**src/rtl/tdc_spi_slave_ms1004.sv**
```systemverilog
// rtl/tdc_spi_slave_ms1004.sv - MS1004 TDC SPI responder; optional input synchronizer via TDC_SPI_SLV_SYNC_EN
module tdc_spi_slave_ms1004 #(
  parameter logic [7:0] WR_BASE = 8'h80,
  parameter logic [7:0] RD_BASE = 8'hB0
) (
  input  logic        clk,
  input  logic        i_rst_n,
  input  logic        i_spi_sck,
  input  logic        i_spi_ssn,
  input  logic        i_spi_si,
  output logic        o_spi_so,
  output logic        o_wr_valid,
  output logic [2:0]  o_wr_addr,
  output logic [31:0] o_wr_data,
  output logic        o_rd_req,
  output logic [2:0]  o_rd_addr,
  input  logic [31:0] i_rd_data,
  output logic        o_cmd_valid,
  output logic [7:0]  o_cmd_code,
  output logic        o_frame_err
);

  localparam logic [2:0] S_IDLE    = 3'd0;
  localparam logic [2:0] S_OPCODE  = 3'd1;
  localparam logic [2:0] S_WR_DATA = 3'd2;
  localparam logic [2:0] S_RD_DATA = 3'd3;
  localparam logic [2:0] S_CMD     = 3'd4;
  localparam logic [2:0] S_DONE    = 3'd5;

  logic        sck_q, ssn_q, si_q;
  logic        sck_q_d, ssn_q_d;
  logic [2:0]  state;
  logic [5:0]  bit_cnt;
  logic [30:0] sr;
  logic [2:0]  addr_q;
  logic [31:0] rd_sr;
  logic        rd_loaded;

  // Sync registers reset low so a frame already in progress at reset release
  // never produces a chip-select falling edge; ssn must be seen high first.
`ifdef TDC_SPI_SLV_SYNC_EN
  logic sck_m, ssn_m, si_m;

  // First synchronizer stage for the asynchronous master clock domain
  always_ff @(posedge clk or negedge i_rst_n) begin
    if (!i_rst_n) begin
      sck_m <= 1'b0;
      ssn_m <= 1'b0;
      si_m  <= 1'b0;
    end else begin
      sck_m <= i_spi_sck;
      ssn_m <= i_spi_ssn;
      si_m  <= i_spi_si;
    end
  end

  // Second synchronizer stage feeding edge detection
  always_ff @(posedge clk or negedge i_rst_n) begin
    if (!i_rst_n) begin
      sck_q <= 1'b0;
      ssn_q <= 1'b0;
      si_q  <= 1'b0;
    end else begin
      sck_q <= sck_m;
      ssn_q <= ssn_m;
      si_q  <= si_m;
    end
  end
`else
  // Single input register for the same-clock master
  always_ff @(posedge clk or negedge i_rst_n) begin
    if (!i_rst_n) begin
      sck_q <= 1'b0;
      ssn_q <= 1'b0;
      si_q  <= 1'b0;
    end else begin
      sck_q <= i_spi_sck;
      ssn_q <= i_spi_ssn;
      si_q  <= i_spi_si;
    end
  end
`endif

  // Delayed copies for edge detection
  always_ff @(posedge clk or negedge i_rst_n) begin
    if (!i_rst_n) begin
      sck_q_d <= 1'b0;
      ssn_q_d <= 1'b0;
    end else begin
      sck_q_d <= sck_q;
      ssn_q_d <= ssn_q;
    end
  end

  logic       sck_rise, sck_fall, ssn_rise, ssn_fall;
  logic [7:0] opcode, wr_off, rd_off;
  logic       is_wr, is_rd;

  assign sck_rise = sck_q & ~sck_q_d;
  assign sck_fall = ~sck_q & sck_q_d;
  assign ssn_rise = ssn_q & ~ssn_q_d;
  assign ssn_fall = ~ssn_q & ssn_q_d;

  assign opcode = {sr[6:0], si_q};
  assign wr_off = opcode - WR_BASE;
  assign rd_off = opcode - RD_BASE;
  assign is_wr  = (opcode >= WR_BASE) && (wr_off < 8'd8);
  assign is_rd  = (opcode >= RD_BASE) && (rd_off < 8'd8);

  // MISO is only driven while serving a read
  assign o_spi_so = (state == S_RD_DATA) && rd_loaded && rd_sr[31];

  // Frame state machine: bit capture, decode, frame-end checks and pulses
  always_ff @(posedge clk or negedge i_rst_n) begin
    if (!i_rst_n) begin
      state       <= S_IDLE;
      bit_cnt     <= 6'd0;
      sr          <= 31'd0;
      addr_q      <= 3'd0;
      rd_sr       <= 32'd0;
      rd_loaded   <= 1'b0;
      o_wr_valid  <= 1'b0;
      o_wr_addr   <= 3'd0;
      o_wr_data   <= 32'd0;
      o_rd_req    <= 1'b0;
      o_rd_addr   <= 3'd0;
      o_cmd_valid <= 1'b0;
      o_cmd_code  <= 8'd0;
      o_frame_err <= 1'b0;
    end else begin
      o_wr_valid  <= 1'b0;
      o_rd_req    <= 1'b0;
      o_cmd_valid <= 1'b0;
      o_frame_err <= 1'b0;
      if (ssn_rise) begin
        // Frame end wins over any coincident sck edge
        case (state)
          S_CMD: begin
            if (bit_cnt == 6'd8) begin
              o_cmd_valid <= 1'b1;
              o_cmd_code  <= sr[7:0];
            end else begin
              o_frame_err <= 1'b1;
            end
          end
          S_OPCODE:  o_frame_err <= 1'b1;
          S_WR_DATA: o_frame_err <= 1'b1;
          S_DONE:    o_frame_err <= (bit_cnt != 6'd40);
          default: ;
        endcase
        state     <= S_IDLE;
        rd_loaded <= 1'b0;
        o_rd_addr <= 3'd0;
      end else if (state == S_IDLE) begin
        if (ssn_fall) begin
          state   <= S_OPCODE;
          bit_cnt <= 6'd0;
          sr      <= 31'd0;
        end
      end else if (!ssn_q) begin
        if (sck_fall) begin
          bit_cnt <= (bit_cnt == 6'd63) ? bit_cnt : bit_cnt + 6'd1;
          sr      <= {sr[29:0], si_q};
          if (state == S_OPCODE && bit_cnt == 6'd7) begin
            addr_q <= opcode[2:0];
            if (is_wr) begin
              state <= S_WR_DATA;
            end else if (is_rd) begin
              state     <= S_RD_DATA;
              o_rd_req  <= 1'b1;
              o_rd_addr <= opcode[2:0];
            end else begin
              state <= S_CMD;
            end
          end else if (state == S_WR_DATA && bit_cnt == 6'd39) begin
            o_wr_valid <= 1'b1;
            o_wr_addr  <= addr_q;
            o_wr_data  <= {sr, si_q};
            state      <= S_DONE;
          end
        end
        if (sck_rise && state == S_RD_DATA) begin
          if (!rd_loaded) begin
            rd_sr     <= i_rd_data;
            rd_loaded <= 1'b1;
          end else begin
            rd_sr <= {rd_sr[30:0], 1'b0};
          end
        end
      end
    end
  end

endmodule

```
**config.mk**
```make
export PLATFORM = sky130hd
export DESIGN_NAME = tdc_spi_slave_ms1004
export DESIGN_NICKNAME = d
export VERILOG_FILES = /design/src/rtl/tdc_spi_slave_ms1004.sv
export SDC_FILE = /design/constraint.sdc
export NUM_CORES = 1
export LEC_CHECK = 0
export BUFFER_PORTS_ARGS = -buffer_cell sky130_fd_sc_hd__buf_2
export CORE_MARGIN = 10
export CORE_UTILIZATION = 51
export DETAILED_ROUTE_END_ITERATION = 8
export PLACE_DENSITY = 0.81
export REMOVE_ABC_BUFFERS = 1
export SLEW_MARGIN = 30
export SYNTH_ARGS = -nofsm -noshare
export SYNTH_HDL_FRONTEND = slang
export SYNTH_SLANG_ARGS = --single-unit
export TNS_END_PERCENT = 5
```
**constraint.sdc**
```tcl
create_clock -name clk -period 2.11 [get_ports clk]
set_clock_uncertainty 0.05 [all_clocks]
set_input_delay 0.422 -clock clk [delete_from_list [all_inputs] [get_ports clk]]
set_output_delay 0.422 -clock clk [all_outputs]
set_load 0.005 [all_outputs]
```
==> metrics.cfg, run 1 <==
[yosys]
syn_area_per_cell_um2 = 11.6
synth_common_cells = dfrtp_1 (131), o21ai_0 (66), nand2_1 (46)
synth.area.top_cells = dfrtp_1 (57%), mux2_4 (7.5%), mux2i_1 (5.7%), o21ai_0 (5.7%), mux2_2 (3.9%)
synth_most_common_cell = dfrtp_1
synth_top_area_cell = dfrtp_1
ys_seq_elements = 131
synth-main-ff-cell = dfrtp_1
synth_edf_count = 0
synthArstFlopShare_pct = 100
synthCells = 500
synth_cell_type_count = 46
ys_seq_area_share_pct = 56.5
synth_top_area_share_pct = 56.5
syn-cell-area_um2 = 5800
yosys_warnings = 0

[floorplanning]
io_pins = 88
rows = 38
die-area_um2 = 16000
start_util_pct = 52.8
die_x_um = 127
coreArea_um2 = 11000
die_h_um = 127

[cts]
h-tree-depth = 4
tritoncts = built
clkTransAtPathRegs_ns = 0.06
clk_latency_ns = 0.42
cts_buffer_depth = 2
cts_num_sinks = 131
cts_buffers = 17
cts-root-buf = clkbuf_16

[power_and_ir_drop]
p_int_mw = 4.74
finalPower_mw = 6.52
swShare_pct = 27.3
peakVddDrop_mv = 0.606
pwr-share-seq_pct = 43.3
power_leakage_nw = 3.53
p_per_area_nw_per_um2 = 918
p_clk_share_pct = 44.2
switching_power_mw = 1.78
pwr-share-comb_pct = 12.6

[timing]
relSlewSlack_pct = 65.3
whs_ns = 0.0646
fmax_ghz = 0.492
post-route-period-util_pct = 96.3
hold_viol_final = 0
final_max_slew_viol_count = 0
period_needed_ns = 2.03
rsz0062_at_grt = false
setup_viol = 0
worst_slew_pin_slew_ns = 0.520

[placed_design]
gp_congestion = 0.853
place_inst = 713
dpl_cell_area_um2 = 6460
dp_hpwl_mm = 8.53
io_buffer_count = 87

[drt]
wl_mm = 12.9
drc_errors = 0
vias = 4164
vias_per_cell = 5.56
first_iter_violations = 236
wl_per_cell_um = 17.2
firstDrtPassIters = 5
ant_nets = 0

[critical_path]
crit_type = reg -> reg
cp.arrival_ns = 2.29
crit_required_ns = 2.36
cp-end-kind = register
critPathMaxFanout = 36
start_kind = register

[final_layout]
regArea_um2 = 3280
design_area_um2 = 7100
fill_cells = 828
drive_above_1_share_pct = 32.5
final_cells = 749
diodes = 0
multi_input_area_um2 = 2240
areaGrowthSynthToFinish_pct = 22.4
nets = 638

[grt]
grt_start_max_net_pins = 65
overflow = 0
grt.total_usage_pct = 16.4
antenna_found_initial = 0
grt_pass1_wl_mm = 21.8
grt_pass1_vias = 4260

[worst_hold_path]
hold_path_class = in -> reg

[job]
maxCapViolations = 0

[status]
status = finished clean

-- cells in the final DEF (no fill, tap or decap), types with 2 or more instances in the layout --
cell | netlist | layout
buf_2 | 5 | 86
a21oi_1 | 5 | 4
nand4b_1 | 2 | 2
clkbuf_16 | 0 | 17
mux2_2 | 20 | 19
clkinv_2 | 0 | 2
buf_6 | 3 | 2
and3_1 | 2 | 2
nand2_1 | 46 | 46
clkinvlp_4 | 0 | 3
nand3_1 | 6 | 6
buf_4 | 0 | 16
buf_12 | 0 | 4
nor2_1 | 9 | 9
dfrtp_1 | 131 | 130
and3b_1 | 2 | 2
or4_1 | 3 | 3
and2_1 | 2 | 2
ha_1 | 5 | 4
o21ai_0 | 66 | 66
mux2_4 | 29 | 30
nand4_1 | 32 | 32
nor3b_1 | 2 | 2
clkinv_4 | 0 | 2
nand2b_1 | 2 | 2
inv_1 | 42 | 42
inv_6 | 0 | 5
o211ai_1 | 5 | 6
mux2i_1 | 33 | 33
bufinv_16 | 0 | 2
-- final cells by class --
| type | instances | share of cell area [%] |
|---|---|---|
| clock buffers | 18 | 6.05 |
| clock inverters | 14 | 2.17 |
| inverters | 43 | 2.27 |
| multi-input cells | 294 | 31.5 |
| flip-flops and latches | 131 | 46.2 |
| well taps | 140 | 2.47 |
| repair buffers | 109 | 9.34 |
-- worst max-delay path, stage by stage, from the launching register on --
cell      delay, ns
dfrtp_1        0.41
ha_2           0.23
and4bb_2       0.27
and4_4         0.21
nand4_4        0.10
buf_12         0.26
mux2_2         0.37
-- sequential cells by signal, indices dropped and copies added (netlist names), 3 cells and up --
name,cells
o_cmd_code,8
rd_sr,32
state,3
bit_cnt,6
o_rd_addr,3
sr,31
o_wr_addr,3
o_wr_data,32
addr_q,3
-- kinds of logic after synthesis --
| logic type | after synthesis | synth area share (%) |
|---|---|---|
| buffers and inverters | 76 | 5.42 |
| adders and majority gates | 5 | 1.08 |
| AOI/OAI and AO/OA | 86 | 8.39 |
| DFF | 131 | 56.5 |
| xor gates and xnor gates | 1 | 0.151 |
| and+or+nand+nor | 119 | 11.3 |
| muxes | 82 | 17.1 |
-- through the flow --
step,TNS [ns],setup WS [ns],utilization (%)
floorplan,-80.63,-0.987,-
global placement,0,0.104,58.8
detailed placement,0,0.0321,58.8
CTS,0,0.00900,64.2
global route,0,0.00681,64.6
finish,0,0.0784,64.6
-- what timing repair did --
action / CTS / global route
endpoints found under the hold margin: 28 / 0
hold buffers: 1 / 0
buffers inserted: 0 / 2
gates resized for setup: 0 / 5
setup endpoints to repair: 0 / 37
-- final timing paths --
path / cells after the start / endpoint / from / slack [ns]
worst max-delay path: 6 / o_wr_data[7]$_DFFE_PN0P_ / bit_cnt[0]$_DFFE_PN0P_ / 0.08
worst min-delay path: 1 / ssn_q$_DFF_PN0_ / i_spi_ssn / 0.06
worst max register to register: 6 / o_wr_data[7]$_DFFE_PN0P_ / bit_cnt[0]$_DFFE_PN0P_ / 0.08
worst min register to register: 2 / rd_sr[30]$_DFFE_PN0P_ / rd_sr[30]$_DFFE_PN0P_ / 0.43
max in group asynchronous: 3 / rd_loaded$_DFFE_PN0P_ / i_rst_n / 0.94
min in group asynchronous: 2 / o_wr_data[1]$_DFFE_PN0P_ / i_rst_n / 0.44
-- layer usage --
metal	vias up	share of wire (%)	track usage, %
met5	-	0	0
met4	0	1.3	6.50
li1	1946	-	-
met3	15	8.5	6.33
met2	147	49	25.3
met1	2056	41	20.3
-- power groups by stage --
stage               sequential [mW]  combinational [mW]  clock, mW
floorplan                      2.82               0.413          0
global placement               2.84               0.744          0
detailed placement             2.85               0.782          0
CTS                            2.81               0.788       2.92
global route                   2.84               0.893       3.05
finish                         2.82               0.819       2.88
Note: power is estimated with default switching activity, not from simulation.
==> inputs of run 2 (changes only) <==
PLACE_DENSITY = 0.76   (was 0.81)
==> metrics.cfg, run 2 (same netlist as run 1, synthesis figures left out) <==
[cts]
tritoncts = built  ; unchanged
cts_buffers = 17  ; unchanged
clk_latency_ns = 0.42  ; about the same
cts_buffer_depth = 2  ; unchanged
cts_num_sinks = 131  ; unchanged
clkTransAtPathRegs_ns = 0.06  ; about the same
h-tree-depth = 4  ; unchanged
cts-root-buf = clkbuf_16  ; unchanged

[final_layout]
diodes = 0  ; unchanged
drive_above_1_share_pct = 32.9  ; was 32.5%
fill_cells = 820  ; was 828
design_area_um2 = 7130  ; was 7100 um^2
final_cells = 748  ; was 749
largestRegisters = o_wr_data (32), rd_sr (32), sr (31)  ; unchanged
layout_common_cells = dfrtp_1 (130), buf_2 (86), o21ai_0 (66), nand2_1 (46), inv_1 (42)  ; unchanged
final_common_cell = dfrtp_1  ; unchanged
areaGrowthSynthToFinish_pct = 23.0  ; was 22.4%
nets = 637  ; was 638

[drt]
ant_nets = 0  ; unchanged
wl_per_cell_um = 17.1  ; was 17.2 um
wl_mm = 12.8  ; was 12.9 mm
first_iter_violations = 287  ; was 236
firstDrtPassIters = 5  ; unchanged
vias_per_cell = 5.56  ; about the same
vias = 4156  ; was 4164
drc_errors = 0  ; unchanged

[placed_design]
place_inst = 714  ; was 713
io_buffer_count = 87  ; unchanged
dp_hpwl_mm = 8.68  ; was 8.53 mm
gp_congestion = 0.829  ; was 0.853
dpl_cell_area_um2 = 6470  ; was 6460 um^2

[grt]
use_met1_pct = 20.5  ; was 20.3%
antenna_found_initial = 0  ; unchanged
grt_pass1_vias = 4331  ; was 4260
grt-busiest-layer = met2  ; unchanged
use_met2_pct = 24.4  ; was 25.3%
grt_start_max_net_pins = 65  ; unchanged
grt_pass1_wl_mm = 21.7  ; was 21.8 mm
met3_usage_pct = 7.37  ; was 6.33%
overflow = 0  ; unchanged
grt.total_usage_pct = 16.5  ; was 16.4%

[timing]
final_max_slew_viol_count = 0  ; unchanged
worst_slew_pin_slew_ns = 0.527  ; was 0.520 ns
hold_viol_final = 0  ; unchanged
period_needed_ns = 2.02  ; was 2.03 ns
relSlewSlack_pct = 64.9  ; was 65.3%
whs_ns = 0.0553  ; was 0.0646 ns
setup_viol = 0  ; unchanged
post-route-period-util_pct = 96.0  ; was 96.3%
fmax_ghz = 0.494  ; was 0.492 GHz
rsz0062_at_grt = false  ; unchanged
fin_setup_tns_ns = 0  ; unchanged

[power_and_ir_drop]
p_per_area_nw_per_um2 = 943  ; was 918 nW/um^2
power_leakage_nw = 3.54  ; was 3.53 nW
peakVddDrop_mv = 0.747  ; was 0.606 mV
finalPower_mw = 6.73  ; was 6.52 mW

[floorplanning]
start_util_pct = 52.8  ; unchanged
rows = 38  ; unchanged
die-area_um2 = 16000  ; unchanged
io_pins = 88  ; unchanged
coreArea_um2 = 11000  ; unchanged
die_x_um = 127  ; unchanged
die_h_um = 127  ; unchanged

[critical_path]
critPathMaxFanout = 36  ; unchanged
cp-end-kind = register  ; unchanged
crit_type = reg -> reg  ; unchanged
worst_r2r_path_depth = 6  ; unchanged
cp.arrival_ns = 2.33  ; was 2.29 ns
crit_required_ns = 2.42  ; was 2.36 ns
start_kind = register  ; unchanged

[job]
maxCapViolations = 0  ; unchanged

[worst_hold_path]
holdPathStages = 1  ; unchanged
hold_path_class = in -> reg  ; unchanged

[status]
status = finished clean  ; unchanged

run 2: area by class of cell:
type	instances	area, um^2	share of cell area (%)
inverters	43	161	2.26
repair buffers	109	659	9.24
well taps	140	175	2.46
multi-input cells	293	2230	31.3
flip-flops and latches	131	3280	46.0
clock inverters	15	204	2.86
clock buffers	17	425	5.96
run 2: stage by stage:
| step | utilization (%) | worst slack (ns) |
|---|---|---|
| after floorplan | - | -0.987 |
| after global placement | 58.9 | 0.0393 |
| after detailed placement | 58.9 | 0.00712 |
| after CTS | 64.7 | 0.00659 |
| after global routing | 65.0 | 0.00805 |
| final | 65.0 | 0.0853 |
run 2: repair_timing:
| action | CTS | global route |
|---|---|---|
| pin swaps | 0 | 1 |
| hold endpoints to repair | 26 | 0 |
| setup endpoints to repair | 4 | 34 |
| gates cloned | 0 | 0 |
| hold buffers | 1 | 0 |
| resized for setup | 1 | 4 |
| buffers inserted | 0 | 1 |
run 2: report_power, final:
part / internal [mW] / total [mW] / leakage, nW / switching [mW]
clock: 1.98 / 3.12 / 0.296 / 1.14
sequential: 2.65 / 2.80 / 1.63 / 0.158
combinational: 0.321 / 0.800 / 1.61 / 0.479
total: 4.95 / 6.73 / 3.54 / 1.78
run 2: worst paths after layout:
check                                       from                        end  slack [ns]
max                         state[2]$_DFFE_PN0P_     bit_cnt[3]$_DFFE_PN0P_        0.09
min                                    i_spi_ssn            ssn_q$_DFF_PN0_        0.06
max reg2reg                 state[2]$_DFFE_PN0P_     bit_cnt[3]$_DFFE_PN0P_        0.09
min reg2reg                rd_sr[11]$_DFFE_PN0P_      rd_sr[11]$_DFFE_PN0P_        0.43
max in group asynchronous                i_rst_n  o_cmd_code[0]$_DFFE_PN0P_        0.98
min in group asynchronous                i_rst_n   o_wr_addr[2]$_DFFE_PN0P_        0.44
run 2: routing by layer:
metal / wire length (um) / share of wire (%)
met1: 5500 / 43
met2: 5930 / 46
met3: 1130 / 8.8
met4: 240 / 1.9
met5: 0 / 0
run 2: worst max-delay path, stage by stage (launching register included):
cell      delay, ns
dfrtp_1        0.43
or3_1          0.16
buf_4          0.34
o211ai_1       0.18
buf_4          0.21
or4_1          0.47
nand3_1        0.10
==> inputs of run 3 (changes only) <==
PLACE_DENSITY = default   (was 0.76)
PLACE_DENSITY_LB_ADDON = 0.2   (was default)
==> metrics.cfg, run 3 (same netlist as run 1, synthesis figures left out) <==
[floorplanning]
start_util_pct = 52.8  ; unchanged
die_h_um = 127  ; unchanged
coreArea_um2 = 11000  ; unchanged
die-area_um2 = 16000  ; unchanged
io_pins = 88  ; unchanged
die_x_um = 127  ; unchanged
rows = 38  ; unchanged

[timing]
period_needed_ns = 2.02  ; about the same
whs_ns = 0.0571  ; was 0.0553 ns
worst_slew_pin_slew_ns = 0.522  ; was 0.527 ns
final_max_slew_viol_count = 0  ; unchanged
fmax_ghz = 0.495  ; was 0.494 GHz
rsz0062_at_grt = false  ; unchanged
relSlewSlack_pct = 65.2  ; was 64.9%
hold_viol_final = 0  ; unchanged
setup_viol = 0  ; unchanged
post-route-period-util_pct = 95.8  ; was 96.0%

[grt]
grt_pass1_vias = 4233  ; was 4331
grt_start_max_net_pins = 65  ; unchanged
overflow = 0  ; unchanged
grt.total_usage_pct = 15.8  ; was 16.5%
grt_pass1_wl_mm = 21.0  ; was 21.7 mm
antenna_found_initial = 0  ; unchanged

[worst_hold_path]
hold_path_class = in -> reg  ; unchanged

[final_layout]
final_common_cell = dfrtp_1  ; unchanged
regArea_um2 = 3280  ; unchanged
final_core_util_pct = 64.3  ; was 65.0%
nets = 636  ; was 637
layout_common_cells = dfrtp_1 (130), buf_2 (86), o21ai_0 (66), nand2_1 (46), inv_1 (42)  ; unchanged
drive_above_1_share_pct = 32.1  ; was 32.9%
diodes = 0  ; unchanged
fill_cells = 864  ; was 820
areaGrowthSynthToFinish_pct = 21.9  ; was 23.0%
multi_input_area_um2 = 2220  ; was 2230 um^2
largestRegisters = o_wr_data (32), rd_sr (32), sr (31)  ; unchanged

[drt]
wl_mm = 12.4  ; was 12.8 mm
drc_errors = 0  ; unchanged
ant_nets = 0  ; unchanged
vias = 4011  ; was 4156
vias_per_cell = 5.37  ; was 5.56
first_iter_violations = 275  ; was 287
wl_per_cell_um = 16.5  ; was 17.1 um
firstDrtPassIters = 4  ; was 5

[critical_path]
cp.arrival_ns = 2.32  ; was 2.33 ns
critPathMaxFanout = 36  ; unchanged
cp_cell_sequence = or3_1 > buf_4 > o211ai_1 > buf_4 > or4_1 > nand3_1  ; unchanged
crit_type = reg -> reg  ; unchanged
cp-end-kind = register  ; unchanged
crit_top_cell = buf_4  ; unchanged
slowest_stage = or4_1  ; unchanged
start_kind = register  ; unchanged
crit_required_ns = 2.40  ; was 2.42 ns
critPathMaxStageDelay_ns = 0.48  ; was 0.47 ns

[cts]
tritoncts = built  ; unchanged
clk_latency_ns = 0.42  ; about the same
h-tree-depth = 4  ; unchanged
cts-root-buf = clkbuf_16  ; unchanged
clkTransAtPathRegs_ns = 0.06  ; about the same
cts_num_sinks = 131  ; unchanged
cts_buffer_depth = 2  ; unchanged
cts_buffers = 17  ; unchanged

[placed_design]
gp_congestion = 0.823  ; was 0.829
dp_hpwl_mm = 8.54  ; was 8.68 mm
io_buffer_count = 87  ; unchanged

[job]
maxCapViolations = 0  ; unchanged

[power_and_ir_drop]
p_per_area_nw_per_um2 = 909  ; was 943 nW/um^2
peakVddDrop_mv = 0.551  ; was 0.747 mV
power_leakage_nw = 3.52  ; was 3.54 nW

[status]
status = finished clean  ; unchanged

[run 3: cell count changes in the layout (fill, tap and decap cells not counted), moves of 2 or more]
cell        previous run  this run
bufinv_16              4         1
inv_6                  3         0
clkinvlp_4             4         1
buf_4                 17        15
clkbuf_8               0         5
clkinv_2               2         4
clkbuf_1               0         2
[run 3: stage by stage]
stage	TNS (ns)	cell area (um^2)	cells	setup WS [ns]	power, mW
after floorplan	-80.63	5650	467	-0.987	3.23
after global routing	0	7070	747	0.00623	6.72
after CTS	0	7050	746	0.0193	6.49
after global placement	0	6470	713	0.124	3.60
final	0	7070	747	0.0880	6.42
after detailed placement	0	6470	713	0.0340	3.64
[run 3: routing by layer]
layer	wire length, um	global-route usage [%]
met1	5540	19.3
met5	0	0
met2	5820	24.2
met3	939	7.46
met4	58	5.49
[run 3: worst max-delay path: cells and delay by family, from the launching register on]
kind / cells / cell delay, ns
simple gates: 3 / 0.74
buf+inv: 2 / 0.56
flops: 1 / 0.41
compound gates: 1 / 0.18
[run 3: power breakdown]
group / switching [mW] / internal [mW] / total, mW
clock: 1.04 / 1.77 / 2.82
sequential: 0.147 / 2.65 / 2.79
combinational: 0.476 / 0.338 / 0.814
[run 3: what timing repair did]
action	CTS	global route
endpoints found under the hold margin	17	0
gates resized for setup	0	2
buffers inserted	0	1
hold buffers	1	0
setup endpoints to repair	0	20
[run 3: path summary, 6_finish.rpt]
check | startpoint | endpoint | slack (ns) | depth (start not counted)
min in group asynchronous | i_rst_n | o_wr_addr[1]$_DFFE_PN0P_ | 0.37 | 2
min reg2reg | rd_sr[19]$_DFFE_PN0P_ | rd_sr[19]$_DFFE_PN0P_ | 0.43 | 2
max reg2reg | state[2]$_DFFE_PN0P_ | bit_cnt[3]$_DFFE_PN0P_ | 0.09 | 6
min | i_spi_ssn | ssn_q$_DFF_PN0_ | 0.06 | 1
max in group asynchronous | i_rst_n | o_cmd_code[7]$_DFFE_PN0P_ | 1.07 | 3
max | state[2]$_DFFE_PN0P_ | bit_cnt[3]$_DFFE_PN0P_ | 0.09 | 6
[run 3: layout make-up]
cell class,count,share of cell area (%)
clock buffer,24,7.10
sequential,131,46.4
timing repair buffer,108,9.28
clock inverter,8,1.06
tap,140,2.48
multi-input combinational,293,31.4
inverter,43,2.28
